<file path="config.mk">
export PLATFORM = sky130hd
export DESIGN_NAME = pipe_hazard_ctrl
export DESIGN_NICKNAME = d
export VERILOG_FILES = /design/src/rtl/y86_pipe_pkg.sv /design/src/rtl/pipe_hazard_detect.sv /design/src/rtl/pipe_hazard_ctrl.sv
export SDC_FILE = /design/constraint.sdc
export NUM_CORES = 1
export LEC_CHECK = 0
export CAP_MARGIN = 30
export CELL_PAD_IN_SITES_DETAIL_PLACEMENT = 0
export CELL_PAD_IN_SITES_GLOBAL_PLACEMENT = 2
export CORE_MARGIN = 2
export CORE_UTILIZATION = 24
export DETAILED_ROUTE_END_ITERATION = 10
export PLACE_DENSITY_LB_ADDON = 0.1
export SYNTH_ARGS = -nofsm -noshare
export SYNTH_HDL_FRONTEND = slang
export SYNTH_SLANG_ARGS = --single-unit
</file>
<file path="constraint.sdc">
create_clock -name clk -period 5.1 [get_ports clk]
set_input_delay 0.765 -clock clk [delete_from_list [all_inputs] [get_ports clk]]
set_output_delay 0.765 -clock clk [all_outputs]
set_load 0.02 [all_outputs]
</file>
<file path="src/rtl/y86_pipe_pkg.sv">
// Shared Y86-64 pipeline constants: icodes, status codes, RNONE and the
// hazard-controller state encoding.
package y86_pipe_pkg;
    localparam int I_HALT   = 0;
    localparam int I_NOP    = 1;
    localparam int I_RRMOVQ = 2;
    localparam int I_IRMOVQ = 3;
    localparam int I_RMMOVQ = 4;
    localparam int I_MRMOVQ = 5;
    localparam int I_OPQ    = 6;
    localparam int I_JXX    = 7;
    localparam int I_CALL   = 8;
    localparam int I_RET    = 9;
    localparam int I_PUSHQ  = 10;
    localparam int I_POPQ   = 11;

    localparam int S_AOK = 1;
    localparam int S_HLT = 2;
    localparam int S_ADR = 3;
    localparam int S_INS = 4;

    localparam int RNONE = 15;

    typedef enum logic [1:0] {RUN, WAIT_MEM, HALTED} state_t;
endpackage

</file>
<file path="src/rtl/pipe_hazard_detect.sv">
// Combinational load/use, ret and jXX-mispredict detection; shared with the
// forwarding unit.
module pipe_hazard_detect
    import y86_pipe_pkg::*;
#(
    parameter int ICODE_W = 4,
    parameter int REG_W   = 4
) (
    input  logic [ICODE_W-1:0] D_icode,
    input  logic [ICODE_W-1:0] E_icode,
    input  logic [ICODE_W-1:0] M_icode,
    input  logic [REG_W-1:0]   E_dstM,
    input  logic [REG_W-1:0]   d_srcA,
    input  logic [REG_W-1:0]   d_srcB,
    input  logic               e_cnd,
    output logic               lu,
    output logic               ret,
    output logic               mp
);
    logic e_load;

    assign e_load = (E_icode == ICODE_W'(I_MRMOVQ)) || (E_icode == ICODE_W'(I_POPQ));
    // RNONE is all-ones at whatever register-ID width is configured
    assign lu  = e_load && (E_dstM != {REG_W{1'b1}}) &&
                 ((E_dstM == d_srcA) || (E_dstM == d_srcB));
    assign ret = (D_icode == ICODE_W'(I_RET)) || (E_icode == ICODE_W'(I_RET)) ||
                 (M_icode == ICODE_W'(I_RET));
    assign mp  = (E_icode == ICODE_W'(I_JXX)) && !e_cnd;
endmodule

</file>
<file path="src/rtl/pipe_hazard_ctrl.sv">
// Y86-64 pipeline stall/bubble controller with data-memory wait watchdog and
// sticky halt. Define PIPE_HAZARD_PERF_EN to add saturating hazard counters.
module pipe_hazard_ctrl
    import y86_pipe_pkg::*;
#(
    parameter int ICODE_W     = 4,
    parameter int REG_W       = 4,
    parameter int STAT_W      = 4,
    parameter int TMO_W       = 8,
    parameter int MEM_TIMEOUT = 200,
    parameter int CNT_W       = 32
) (
    input  logic               clk,
    input  logic               rst_n,
    input  logic [ICODE_W-1:0] D_icode,
    input  logic [ICODE_W-1:0] E_icode,
    input  logic [ICODE_W-1:0] M_icode,
    input  logic [REG_W-1:0]   E_dstM,
    input  logic [REG_W-1:0]   d_srcA,
    input  logic [REG_W-1:0]   d_srcB,
    input  logic               e_cnd,
    input  logic [STAT_W-1:0]  m_stat,
    input  logic [STAT_W-1:0]  W_stat,
    input  logic               M_memop,
    input  logic               dmem_ready,
    output logic               F_stall,
    output logic               D_stall,
    output logic               D_bubble,
    output logic               E_bubble,
    output logic               M_bubble,
    output logic               M_stall,
    output logic               W_stall,
    output logic               W_bubble,
    output logic               proc_halted,
    output logic [STAT_W-1:0]  halt_stat,
    output logic               mem_timeout
`ifdef PIPE_HAZARD_PERF_EN
    ,
    output logic [CNT_W-1:0]   cnt_lu,
    output logic [CNT_W-1:0]   cnt_ret,
    output logic [CNT_W-1:0]   cnt_mp,
    output logic [CNT_W-1:0]   cnt_memwait
`endif
);
    if (MEM_TIMEOUT >= (1 << TMO_W) || CNT_W < 1) begin : g_bad_cfg
        $error("pipe_hazard_ctrl: MEM_TIMEOUT must fit in TMO_W bits");
    end

    state_t            state, state_nx;
    logic [TMO_W-1:0]  wd, wd_nx;
    logic [STAT_W-1:0] hstat, hstat_nx;
    logic              tmo, tmo_nx;
    logic              lu, ret, mp;
    logic              w_exc, m_exc, mw;
    logic              take_exc, hold_mem, normal, halted;

    pipe_hazard_detect #(.ICODE_W(ICODE_W), .REG_W(REG_W)) u_detect (
        .D_icode(D_icode), .E_icode(E_icode), .M_icode(M_icode),
        .E_dstM(E_dstM), .d_srcA(d_srcA), .d_srcB(d_srcB), .e_cnd(e_cnd),
        .lu(lu), .ret(ret), .mp(mp)
    );

    assign w_exc = (W_stat != STAT_W'(S_AOK));
    assign m_exc = (m_stat != STAT_W'(S_AOK));
    assign mw    = M_memop && !dmem_ready && !m_exc;

    always_ff @(posedge clk or negedge rst_n) begin
        if (!rst_n) begin
            state <= RUN;
            wd    <= '0;
            hstat <= STAT_W'(S_AOK);
            tmo   <= 1'b0;
        end else begin
            state <= state_nx;
            wd    <= wd_nx;
            hstat <= hstat_nx;
            tmo   <= tmo_nx;
        end
    end

    // Pick exactly one output regime per cycle; the output equations below
    // are written purely in terms of these four flags.
    always_comb begin
        state_nx = state;
        wd_nx    = wd;
        hstat_nx = hstat;
        tmo_nx   = tmo;
        take_exc = 1'b0;
        hold_mem = 1'b0;
        normal   = 1'b0;
        halted   = 1'b0;
        case (state)
            RUN: begin
                if (w_exc) begin
                    take_exc = 1'b1;
                    state_nx = HALTED;
                    hstat_nx = W_stat;
                end else if (mw) begin
                    hold_mem = 1'b1;
                    state_nx = WAIT_MEM;
                    wd_nx    = TMO_W'(1);
                end else begin
                    normal = 1'b1;
                end
            end
            WAIT_MEM: begin
                if (w_exc) begin
                    take_exc = 1'b1;
                    state_nx = HALTED;
                    hstat_nx = W_stat;
                end else if (wd == TMO_W'(MEM_TIMEOUT)) begin
                    hold_mem = 1'b1;
                    state_nx = HALTED;
                    hstat_nx = STAT_W'(S_ADR);
                    tmo_nx   = 1'b1;
                end else if (dmem_ready) begin
                    normal   = 1'b1;
                    state_nx = RUN;
                    wd_nx    = '0;
                end else begin
                    hold_mem = 1'b1;
                    wd_nx    = wd + TMO_W'(1);
                end
            end
            HALTED:  halted = 1'b1;
            default: state_nx = RUN;
        endcase
    end

    // Outputs are gated by rst_n so they read zero for the whole reset pulse.
    assign F_stall     = rst_n & (take_exc | hold_mem | halted | (normal & (lu | ret)));
    assign D_stall     = rst_n & (take_exc | hold_mem | halted | (normal & lu));
    assign D_bubble    = rst_n & normal & (mp | (ret & !lu));
    assign E_bubble    = rst_n & (take_exc | (normal & (mp | lu)));
    assign M_bubble    = rst_n & (take_exc | (normal & m_exc));
    assign M_stall     = rst_n & (hold_mem | halted);
    assign W_stall     = rst_n & (take_exc | halted);
    assign W_bubble    = rst_n & hold_mem;
    assign proc_halted = rst_n & (state == HALTED);
    assign halt_stat   = rst_n ? hstat : '0;
    assign mem_timeout = rst_n & tmo;

`ifdef PIPE_HAZARD_PERF_EN
    function automatic logic [CNT_W-1:0] sat_inc(input logic [CNT_W-1:0] c, input logic en);
        return (en && (c != '1)) ? c + CNT_W'(1) : c;
    endfunction

    // normal/hold_mem are never set in HALTED, so the counters freeze there.
    always_ff @(posedge clk or negedge rst_n) begin
        if (!rst_n) begin
            cnt_lu      <= '0;
            cnt_ret     <= '0;
            cnt_mp      <= '0;
            cnt_memwait <= '0;
        end else begin
            cnt_lu      <= sat_inc(cnt_lu, normal & lu);
            cnt_ret     <= sat_inc(cnt_ret, normal & ret);
            cnt_mp      <= sat_inc(cnt_mp, normal & mp);
            cnt_memwait <= sat_inc(cnt_memwait, hold_mem);
        end
    end
`endif
endmodule

</file>
### Word-level counts from Yosys, hierarchy flattened

Index checks and enable logic that the tools add are counted.

| storage, ports and cells | value |
|---|---|
| register bits | 15 |
| bits of input ports | 37 |

| operators by class | value |
|---|---|
| add/sub/neg operators | 1 |
| equal/unequal tests | 22 |
| muxes and demuxes | 32 |
| bitwise logic cells | 29 |
| reduce and logical (&&, ||, !) cells | 20 |

Operator list:

| operator | count |
|---|---|
| 8-bit 2-to-1 mux | 5 |
| 1-bit bitwise AND | 16 |
| 4-bit equality test (second input constant) | 4 |
| 4-bit 2-to-1 mux | 4 |
| 8-bit one-hot mux with 2 select lines | 1 |
| 1-bit 2-to-1 mux | 13 |
| 1-bit OR | 11 |
| 2-bit 2-to-1 mux | 5 |
| 2-bit != test (second input constant) | 5 |
| 3-bit AND reduction | 3 |
| 8-bit by 1-bit adder with 8-bit output (second input constant) | 1 |
| 4-bit by 3-bit equality test with 1-bit output (second input constant) | 2 |
| 4-bit equality test | 2 |
| 8-bit equality test (second input constant) | 1 |
| 4-bit by 1-bit != test with 1-bit output (second input constant) | 2 |
| 4-bit != test (second input constant) | 2 |
| 4-bit one-hot mux with 2 select lines | 1 |
| 3-bit != test (second input constant) | 2 |
| 2-bit one-hot mux with 3 select lines | 1 |
| 1-bit logical AND | 5 |
| 5-bit AND reduction | 1 |
| 1-bit logical NOT | 4 |
| 1-bit logical OR | 4 |
| 1-bit one-hot mux with 2 select lines | 2 |
| other kinds (6) | 7 |

### Longest topological paths before layout

Gate-level depths: netlist of run 1.

| logic depth | value |
|---|---|
| depth after elaboration | 10 |
| depth in mapped cells | 8 |

### Modules after synthesis

Synthesis of run 1 repeated with hierarchy kept, for this count alone.

| unflattened totals | value |
|---|---|
| cell total of the unflattened synthesis | 132 |
| area, all modules | 1263.7 um2 |

Modules (own cells, without submodules):

| module | times used | cells an instance | area each (um2) | sequential area each (um2) |
|---|---|---|---|---|
| pipe_hazard_ctrl | 1 | 111 | 1093.5 | 376.6 |
| pipe_hazard_detect | 1 | 21 | 170.2 | 0.0 |

### Worst setup path before layout of run 1

No wires, ideal clock.

| timing path | value |
|---|---|
| kind | input port to output port |
| from | input port m_stat[1] |
| to | output port F_stall |
| arrival time | 2.333 ns |
| required time | 4.335 ns |
| slack | 2.002 ns |
| stages | 5 |
| buffers on the path | 0 |
| path through | or4b_4 > or3b_2 > a32o_1 > nand2_1 > o211ai_1 |

| between the ends | value |
|---|---|
| longest elaborated chain between the ends | 10 |
| elaborated cells on any way between the ends | 14 |
| those cells by class | eq/ne (1); mux (6); bitwise (5); reduce/logical (2) |

RTL lines:

| what | RTL line | RTL |
|---|---|---|
| start, declared | pipe_hazard_ctrl.sv:22 | `input logic [STAT_W-1:0] m_stat,` |
| 4-bit by 1-bit != test with 1-bit output (*) | pipe_hazard_ctrl.sv:64 | `assign m_exc = (m_stat != STAT_W'(S_AOK));` |
| 1-bit logical NOT (*) | pipe_hazard_ctrl.sv:65 | `assign mw = M_memop && !dmem_ready && !m_exc;` |
| 1-bit logical AND (*) | pipe_hazard_ctrl.sv:65 |  |
| 1-bit 2-to-1 mux | pipe_hazard_ctrl.sv:98 | `end else if (mw) begin` |
| 1-bit 2-to-1 mux | pipe_hazard_ctrl.sv:94 | `if (w_exc) begin` |
| 1-bit one-hot mux with 2 select lines | pipe_hazard_ctrl.sv:92 | `case (state)` |
| 1-bit OR (2 in a row) | pipe_hazard_ctrl.sv:131 | `assign F_stall = rst_n & (take_exc \| hold_mem \| halted \| (normal & (lu \| ret)));` |
| 1-bit OR (*) | pipe_hazard_ctrl.sv:131 |  |
| 1-bit bitwise AND (*) | pipe_hazard_ctrl.sv:131 |  |
| end, declared | pipe_hazard_ctrl.sv:26 | `output logic F_stall,` |

Mark *: on every way between the ends. The rest lies on a longest branch, timed or not.

### Worst setup path in the final report of run 1

Ends and elaborated chain as after synthesis.

==> results of run 1 <==
==> state kept, by name (all words and copies together), names as in the netlist <==
register	count
hstat	4
state	2
tmo	1
wd	8
==> power breakdown <==
part	total [mW]	internal (mW)	switching (mW)	leakage, nW
clock	0.0983	0.0553	0.0430	0.0228
sequential	0.122	0.121	0.000767	0.194
combinational	0.0651	0.0406	0.0245	0.466
==> layout make-up <==
| cell class | count | area (um^2) | share of cell area |
|---|---|---|---|
| repair buffers | 52 | 515 | 0.294 |
| clock buffers | 4 | 45.0 | 0.0257 |
| multi-input cells | 110 | 719 | 0.411 |
| flip-flops and latches | 15 | 377 | 0.215 |
| inverters | 7 | 26.3 | 0.0150 |
| well taps | 54 | 67.6 | 0.0386 |
==> worst register-to-register path, stage by stage (launching register included) <==
cell and delay (ns):
dfrtp_1 0.44, nor4bb_1 0.47, a21oi_1 0.12, o21ai_1 0.60
nand2b_1 0.36, o21ai_0 0.14
==> layer usage <==
metal  wire length [um]  GRT usage  vias up
li1                   -          -      600
met4                 38     0.0350        0
met5                  0          0        -
met3                178     0.0331        4
met1               1580      0.175      568
met2               1530      0.204       29
==> layout by cell type (no fill, tap or decap), types with 2 or more instances in the layout <==
| cell type | Yosys | final |
|---|---|---|
| and2_1 | 5 | 5 |
| nor3_1 | 2 | 2 |
| ha_1 | 2 | 2 |
| clkdlybuf4s50_1 | 0 | 50 |
| dfrtp_1 | 14 | 14 |
| inv_1 | 7 | 7 |
| or3_1 | 2 | 2 |
| nor4_1 | 2 | 2 |
| nand3_1 | 7 | 7 |
| o21ai_0 | 12 | 12 |
| nor2b_1 | 2 | 2 |
| nor2_1 | 12 | 12 |
| o31ai_1 | 4 | 4 |
| buf_4 | 0 | 2 |
| nand2_1 | 8 | 8 |
| o211ai_1 | 2 | 2 |
| nor4bb_1 | 4 | 4 |
| a21oi_1 | 7 | 7 |
| xor2_1 | 8 | 8 |
| clkbuf_8 | 0 | 3 |
| mux2_2 | 3 | 3 |
| and3_1 | 4 | 4 |
| nand2b_1 | 7 | 7 |
==> final timing paths <==
| kind | from | endpoint | slack, ns | cells after the start |
|---|---|---|---|---|
| worst max-delay path | m_stat[1] | F_stall | 1.02 | 7 |
| worst min-delay path | tmo$_DFFE_PN0P_ | tmo$_DFFE_PN0P_ | 0.47 | 1 |
| worst max register to register | wd[5]$_DFFE_PN0P_ | state[0]$_DFFE_PN0P_ | 2.84 | 5 |
| worst min register to register | tmo$_DFFE_PN0P_ | tmo$_DFFE_PN0P_ | 0.47 | 1 |
| max in group asynchronous | rst_n | hstat[0]$_DFFE_PN1P_ | 3.60 | 2 |
| min in group asynchronous | rst_n | state[1]$_DFFE_PN0P_ | 0.87 | 1 |
==> cells by family after synthesis <==
kind of cell	after synthesis	share of synthesized area
muxes	3	0.0298
adders and majority gates	2	0.0221
DFF	15	0.332
and+or+nand+nor	64	0.339
xor gates and xnor gates	8	0.0618
buffers and inverters	10	0.0331
AOI/OAI and AO/OA	33	0.182
==> through the flow <==
stage	std cells	area, um^2
final	242	1750
after global routing	242	1750
after CTS	242	1750
after detailed placement	238	1710
after global placement	238	1710
after floorplan	135	1130
==> metrics.md, run 1 <==
| Metric | Value |
|---|---|
| CP arrival | 3.32 ns |
| Slowest cell on the critical path | clkdlybuf4s50_1 |
| Register bit total from synthesis | 15 |
| Final Slew Violations | 0 |
| Hold_buf cts | 0 |
| Top cells by count, synth | dfrtp_1, nor2_1, o21ai_0 |
| YS warnings | 0 |
| Top FF cell, synth | dfrtp_1 |
| Global-route wire length before repair | 5.44 mm |
| Crit path largest cell delay | 0.63 ns |
| Mapped Cells | between 100 and 150 |
| Clock Path Buffers | 2 |
| # IOs | 51 |
| Initial Utilization | 0.245 |
| Routed Antenna Nets | 0 |
| Clock slew at reported path FFs | 0.06 ns |
| Fillers | 481 |
| I/O Buffers | 50 |
| Dominant cell type by area after synthesis | dfrtp_1 |
| Syn Area/Cell | 8.40 um^2 |
| Post-CTS resize count | 0 |
| PD cells | 163 nW/um^2 |
| Postcts setup bufs | 0 |
| 1st-iter DRT viols | 50 |
| Post-layout minimum cycle time | 4.08 ns |
| Clock Skew | between 0.0015 and 0.002 ns |
| Clock latency at the later pin of the worst-skew pair | 0.25 ns |
| Pre-CTS setup slack | 1.01 ns |
| Vias in the first global route | 1137 |
| Crit-path max FO | 4 |
| Clock Tree Root | clkbuf_8 |
| Slew @ Worst Pin | about 0.72 ns |
| IR drop worst, VDD | about 0.10 mV |
| Placeable Area | 4630 um^2 |
| Rel. slew slack | 0.516 |
| DRC Markers | 0 |
| Syn_nets | ~170 |
| Tot GR Track Use | 0.129 |
| Die Ht | 72.7 um |
| CP bufs+invs | 2 |
| Fraction of the cycle the final worst path needs | 0.801 |
| Via density | just under 5 |
| Critical path required time | 4.34 ns |
| Initial antenna violation count | 0 |
| CTS tree | done |
| Min Hold Slack | 0.470 ns |
| Unique cell type count in the Yosys netlist | 39 |
| Final core utilization | 0.378 |
| Routed length per placed instance | 13.7 um |
| Final WL | between 3 and 4 mm |
| Count leader, synth | dfrtp_1 |
| Worst setup SP type | input port |
| Synth top area share | 0.309 |
| # rows | 25 |
| N_diodes | 0 |
| Final setup violation count | 0 |
| FFs w/ async S/R, synth | 1.00 |
| Crit-path cells | clkdlybuf4s50_1 > or4b_4 > or3b_2 > nor2_1 > o21ai_0 > o211ai_1 > clkdlybuf4s50_1 |
| Hold violation total from the final report | 0 |
| Layout cells sized above 1 | 0.0638 |
| Worst hold path type | flop to flop |
| Largest cells by area after synthesis | dfrtp_1, xor2_1, o21ai_0 |
| Clock H-tree levels | 1 |
| Most frequent CP cell | clkdlybuf4s50_1 |
| CTS Sinks | 15 |
| CTS buffer count | 3 |
| PnR worst setup slack | 1.02 ns |
| Area growth from synthesis to layout | 54.4% |
| Placer Congestion | 0.775 |
| Post-synthesis sequential area ratio | 0.332 |
| Max-Cap Viols | 0 |
| Setup crit end kind | output pin |
| Path type of the worst setup path | input port to output pin |
| Pwr Total | around 0.29 mW |
| Post-route setup TNS | 0 ns |
| Largest net degree at the start of global routing | 14 |
| Congestion Overflow GR | 0 |
| Die width | 72.7 um |
| Die area | 5290 um^2 |
| Fin nets | 228 |
| EDFF count, synth | 0 |
| Cell family with most CP delay | simple AND/OR/NAND/NOR gates |
| Status | finished, final reports clean |
| Unrepaired setup endpoints after global routing | no |
| Fmax | 0.245 GHz |
| DR vias | 1201 |
| LEAKAGE | just under 0.7 nW |
| DP Wirelength | between 2 and 3 mm |
| Mapped cell area | 1130 um^2 |
| First-pass iteration count of the detailed router | 4 |
No activity file was read; power rests on OpenSTA's default activity.
==> run 2: changes to the inputs <==
Settings changed: CORE_UTILIZATION 24 to 22.
Clock period 5.1 ns to 3.98 ns, I/O delays scaled along.
==> run 2 against run 1 <==
- non-clock buffer count unchanged
- largest cell class unchanged
- core utilization shrank 2.7 points
- global-route usage shrank 0.86 points
- routed wire length rose by 3.8%
- highest routed layer unchanged
==> metrics.md, run 2 (synthesis gave the netlist of run 1 again) <==
| Metric | Value |
|---|---|
| Via density | 4.68 (-5.7%) |
| Fraction of the cycle the final worst path needs | 0.940 |
| Hold path depth | 1 (unchanged) |
| Tot GR Track Use | 0.121 (-0.00855) |
| Worst Hold End | wd[7]$_DFFE_PN0P_ |
| Min-delay src | wd[7]$_DFFE_PN0P_ |
| Path type of the worst setup path | input port to output pin |
| Clock Path Buffers | 2 (unchanged) |
| Global-route wire length before repair | 5.26 mm (-3.4%) |
| CP arrival | 3.15 ns (-0.17 ns) |
| Reg2Reg Depth | 5 (unchanged) |
| Reg-to-reg startpoint | wd[4]$_DFFE_PN0P_ |
| Fin nets | 228 (unchanged) |
| Pre-CTS setup slack | 0.228 ns (-0.781 ns) |
| Clk pwr share | 0.337 (-0.008) |
| Unrepaired setup endpoints after global routing | no |
| LEAKAGE | 0.682 nW (unchanged) |
| Largest reg by FF count | wd |
| DP Wirelength | 2.77 mm (+2.2%) |
| Hold violation total from the final report | 0 (unchanged) |
| Worst hold path type | flop to flop |
| Routed length per placed instance | 13.4 um (-2.6%) |
| Most frequent CP cell | clkdlybuf4s50_1 |
| Clock Tree Root | clkbuf_8 |
| Hold_buf cts | 0 (unchanged) |
| Initial antenna violation count | 0 (unchanged) |
| Die area | 5740 um^2 (+8.6%) |
| Final WL | 3.45 mm (+3.8%) |
| Die Ht | 75.8 um (+4.2%) |
| Final core utilization | 0.351 (-0.0270) |
| Sw power | 0.0840 mW (+23%) |
| Rel. slew slack | 0.521 (+0.00521) |
| Most frequent cells in the layout | clkdlybuf4s50_1, dfrtp_1, o21ai_0, nor2_1 |
| Placeable Area | 5040 um^2 (+8.9%) |
| Clock H-tree levels | 1 (unchanged) |
| I/O Buffers | 50 (unchanged) |
| Largest net degree at the start of global routing | 18 (+4) |
| Setup crit end kind | output pin |
| Status | finished, final reports clean |
| Post-route setup TNS | 0 ns (unchanged) |
| Pwr Total | 0.362 mW (+27%) |
| Congestion Overflow GR | 0 (unchanged) |
| Critical path required time | 3.38 ns (-0.96 ns) |
| Fmax | 0.267 GHz |
| 1st-iter DRT viols | 32 (-36%) |
| DR vias | 1208 (+0.58%) |
| Die width | 75.8 um (+4.2%) |
| DRC Markers | 0 (unchanged) |
| IR drop worst, VDD | 0.102 mV (-2.5%) |
| Flop pwr share | 0.431 (+0.004) |
| Crit-path max FO | 4 (unchanged) |
| Crit-path cells | clkdlybuf4s50_1 > or4b_4 > or3b_2 > nor2_1 > o21ai_0 > o211ai_1 > clkdlybuf4s50_1 |
| Final Slew Violations | 0 (unchanged) |
| Postcts setup bufs | 0 (unchanged) |
| Slowest cell on the critical path | clkdlybuf4s50_1 |
| Clock Skew | 0.00297 ns (+0.00122 ns) |
| PD cells | 204 nW/um^2 (+25%) |
| Max reg flops | 8 (unchanged) |
| Post-layout minimum cycle time | roughly 3.7 ns |
| Max-Cap Viols | 0 (unchanged) |
| Routed Antenna Nets | 0 (unchanged) |
| Most common cell after layout, fill and taps aside | clkdlybuf4s50_1 |
| N_diodes | 0 (unchanged) |
| Area growth from synthesis to layout | 56.2% |
| Layout cells sized above 1 | 0.0638 (unchanged) |
| Vias in the first global route | 1101 (-3.2%) |
| # rows | 26 (+4.0%) |
| CTS buffer count | 3 (unchanged) |
| Clock latency at the later pin of the worst-skew pair | 0.24 ns (about the same) |
| Comb pwr share | 0.232 (+0.004) |
| Slew @ Worst Pin | 0.713 ns (-0.00776 ns) |
| Post-CTS resize count | 0 (unchanged) |
| CTS Sinks | 15 (unchanged) |
| P_int | 0.278 mW (+28%) |
| Net Sw Frac | 0.232 (-0.00715) |
| Worst setup SP type | input port |
| R2R setup slack | 1.68 ns (-1.16 ns) |
| Clock slew at reported path FFs | 0.06 ns (about the same) |
| # IOs | 51 (unchanged) |
| Fin area | 1770 um^2 (+1.1%) |
| PnR worst setup slack | 0.237 ns (-0.780 ns) |
| Crit Reg-Reg Endpoint | state[0]$_DFFE_PN0P_ |
| First-pass iteration count of the detailed router | 4 (unchanged) |
| Final setup violation count | 0 (unchanged) |
| Initial Utilization | 0.225 (-0.0201) |
| Biggest regs | wd: 8 flops, hstat: 4 flops, state: 2 flops |
| Post-place instance area | 1730 um^2 (+1.2%) |
| CTS tree | done |
| Crit path largest cell delay | 0.63 ns (about the same) |
| Placer Congestion | 0.717 (-7.5%) |
run 2: cell counts in the layout (fill, tap and decap cells not counted):
Identical to the previous run, type by type.
run 2: worst max-delay path, delay by kind of cell:
family | cells | cell delay (ns)
compound gates | 2 | 0.33
buf+inv | 2 | 1.03
simple gates | 3 | 1.19
run 2: metal layers:
| metal | vias up | global-route usage | share of wire |
|---|---|---|---|
| li1 | 599 | - | - |
| met1 | 560 | 0.163 | 0.48 |
| met2 | 47 | 0.197 | 0.43 |
| met3 | 2 | 0.0172 | 0.076 |
| met4 | 0 | 0.0409 | 0.0055 |
| met5 | - | 0 | 0 |
run 2: cell type report:
| cell class | count | area [um^2] |
|---|---|---|
| repair buffers | 52 | 515 |
| flip-flops and latches | 15 | 377 |
| clock buffers | 4 | 45.0 |
| inverters | 7 | 26.3 |
| fillers | 535 | 3270 |
| well taps | 70 | 87.6 |
| multi-input cells | 110 | 719 |
run 2: worst max-delay path by stage:
| stage | from | end | slack [ns] | cells after the start |
|---|---|---|---|---|
| after floorplan | m_stat[1] | F_stall | 1.22 | 5 |
| after global placement | m_stat[1] | D_stall | 0.26 | 7 |
| after detailed placement | m_stat[1] | D_stall | 0.23 | 7 |
| after CTS | m_stat[1] | D_stall | 0.22 | 7 |
| after global routing | m_stat[1] | D_stall | 0.09 | 7 |
| final | m_stat[1] | D_stall | 0.24 | 7 |
run 2: stage by stage:
| step | hold slack [ns] | instances |
|---|---|---|
| 5_1_grt | 0.508 | 258 |
| 3_5_place_dp | 0.467 | 254 |
| 2_1_floorplan | 0.301 | 135 |
| 4_1_cts | 0.477 | 258 |
| 3_3_place_gp | 0.463 | 254 |
| 6_report | 0.474 | 258 |
run 2: power groups by stage:
stage / combinational [mW] / sequential [mW] / clock, mW
after detailed placement: 0.0841 / 0.159 / 0
after global routing: 0.0905 / 0.156 / 0.140
after global placement: 0.0838 / 0.159 / 0
after floorplan: 0.0258 / 0.159 / 0
final: 0.0838 / 0.156 / 0.122
after CTS: 0.0849 / 0.156 / 0.130
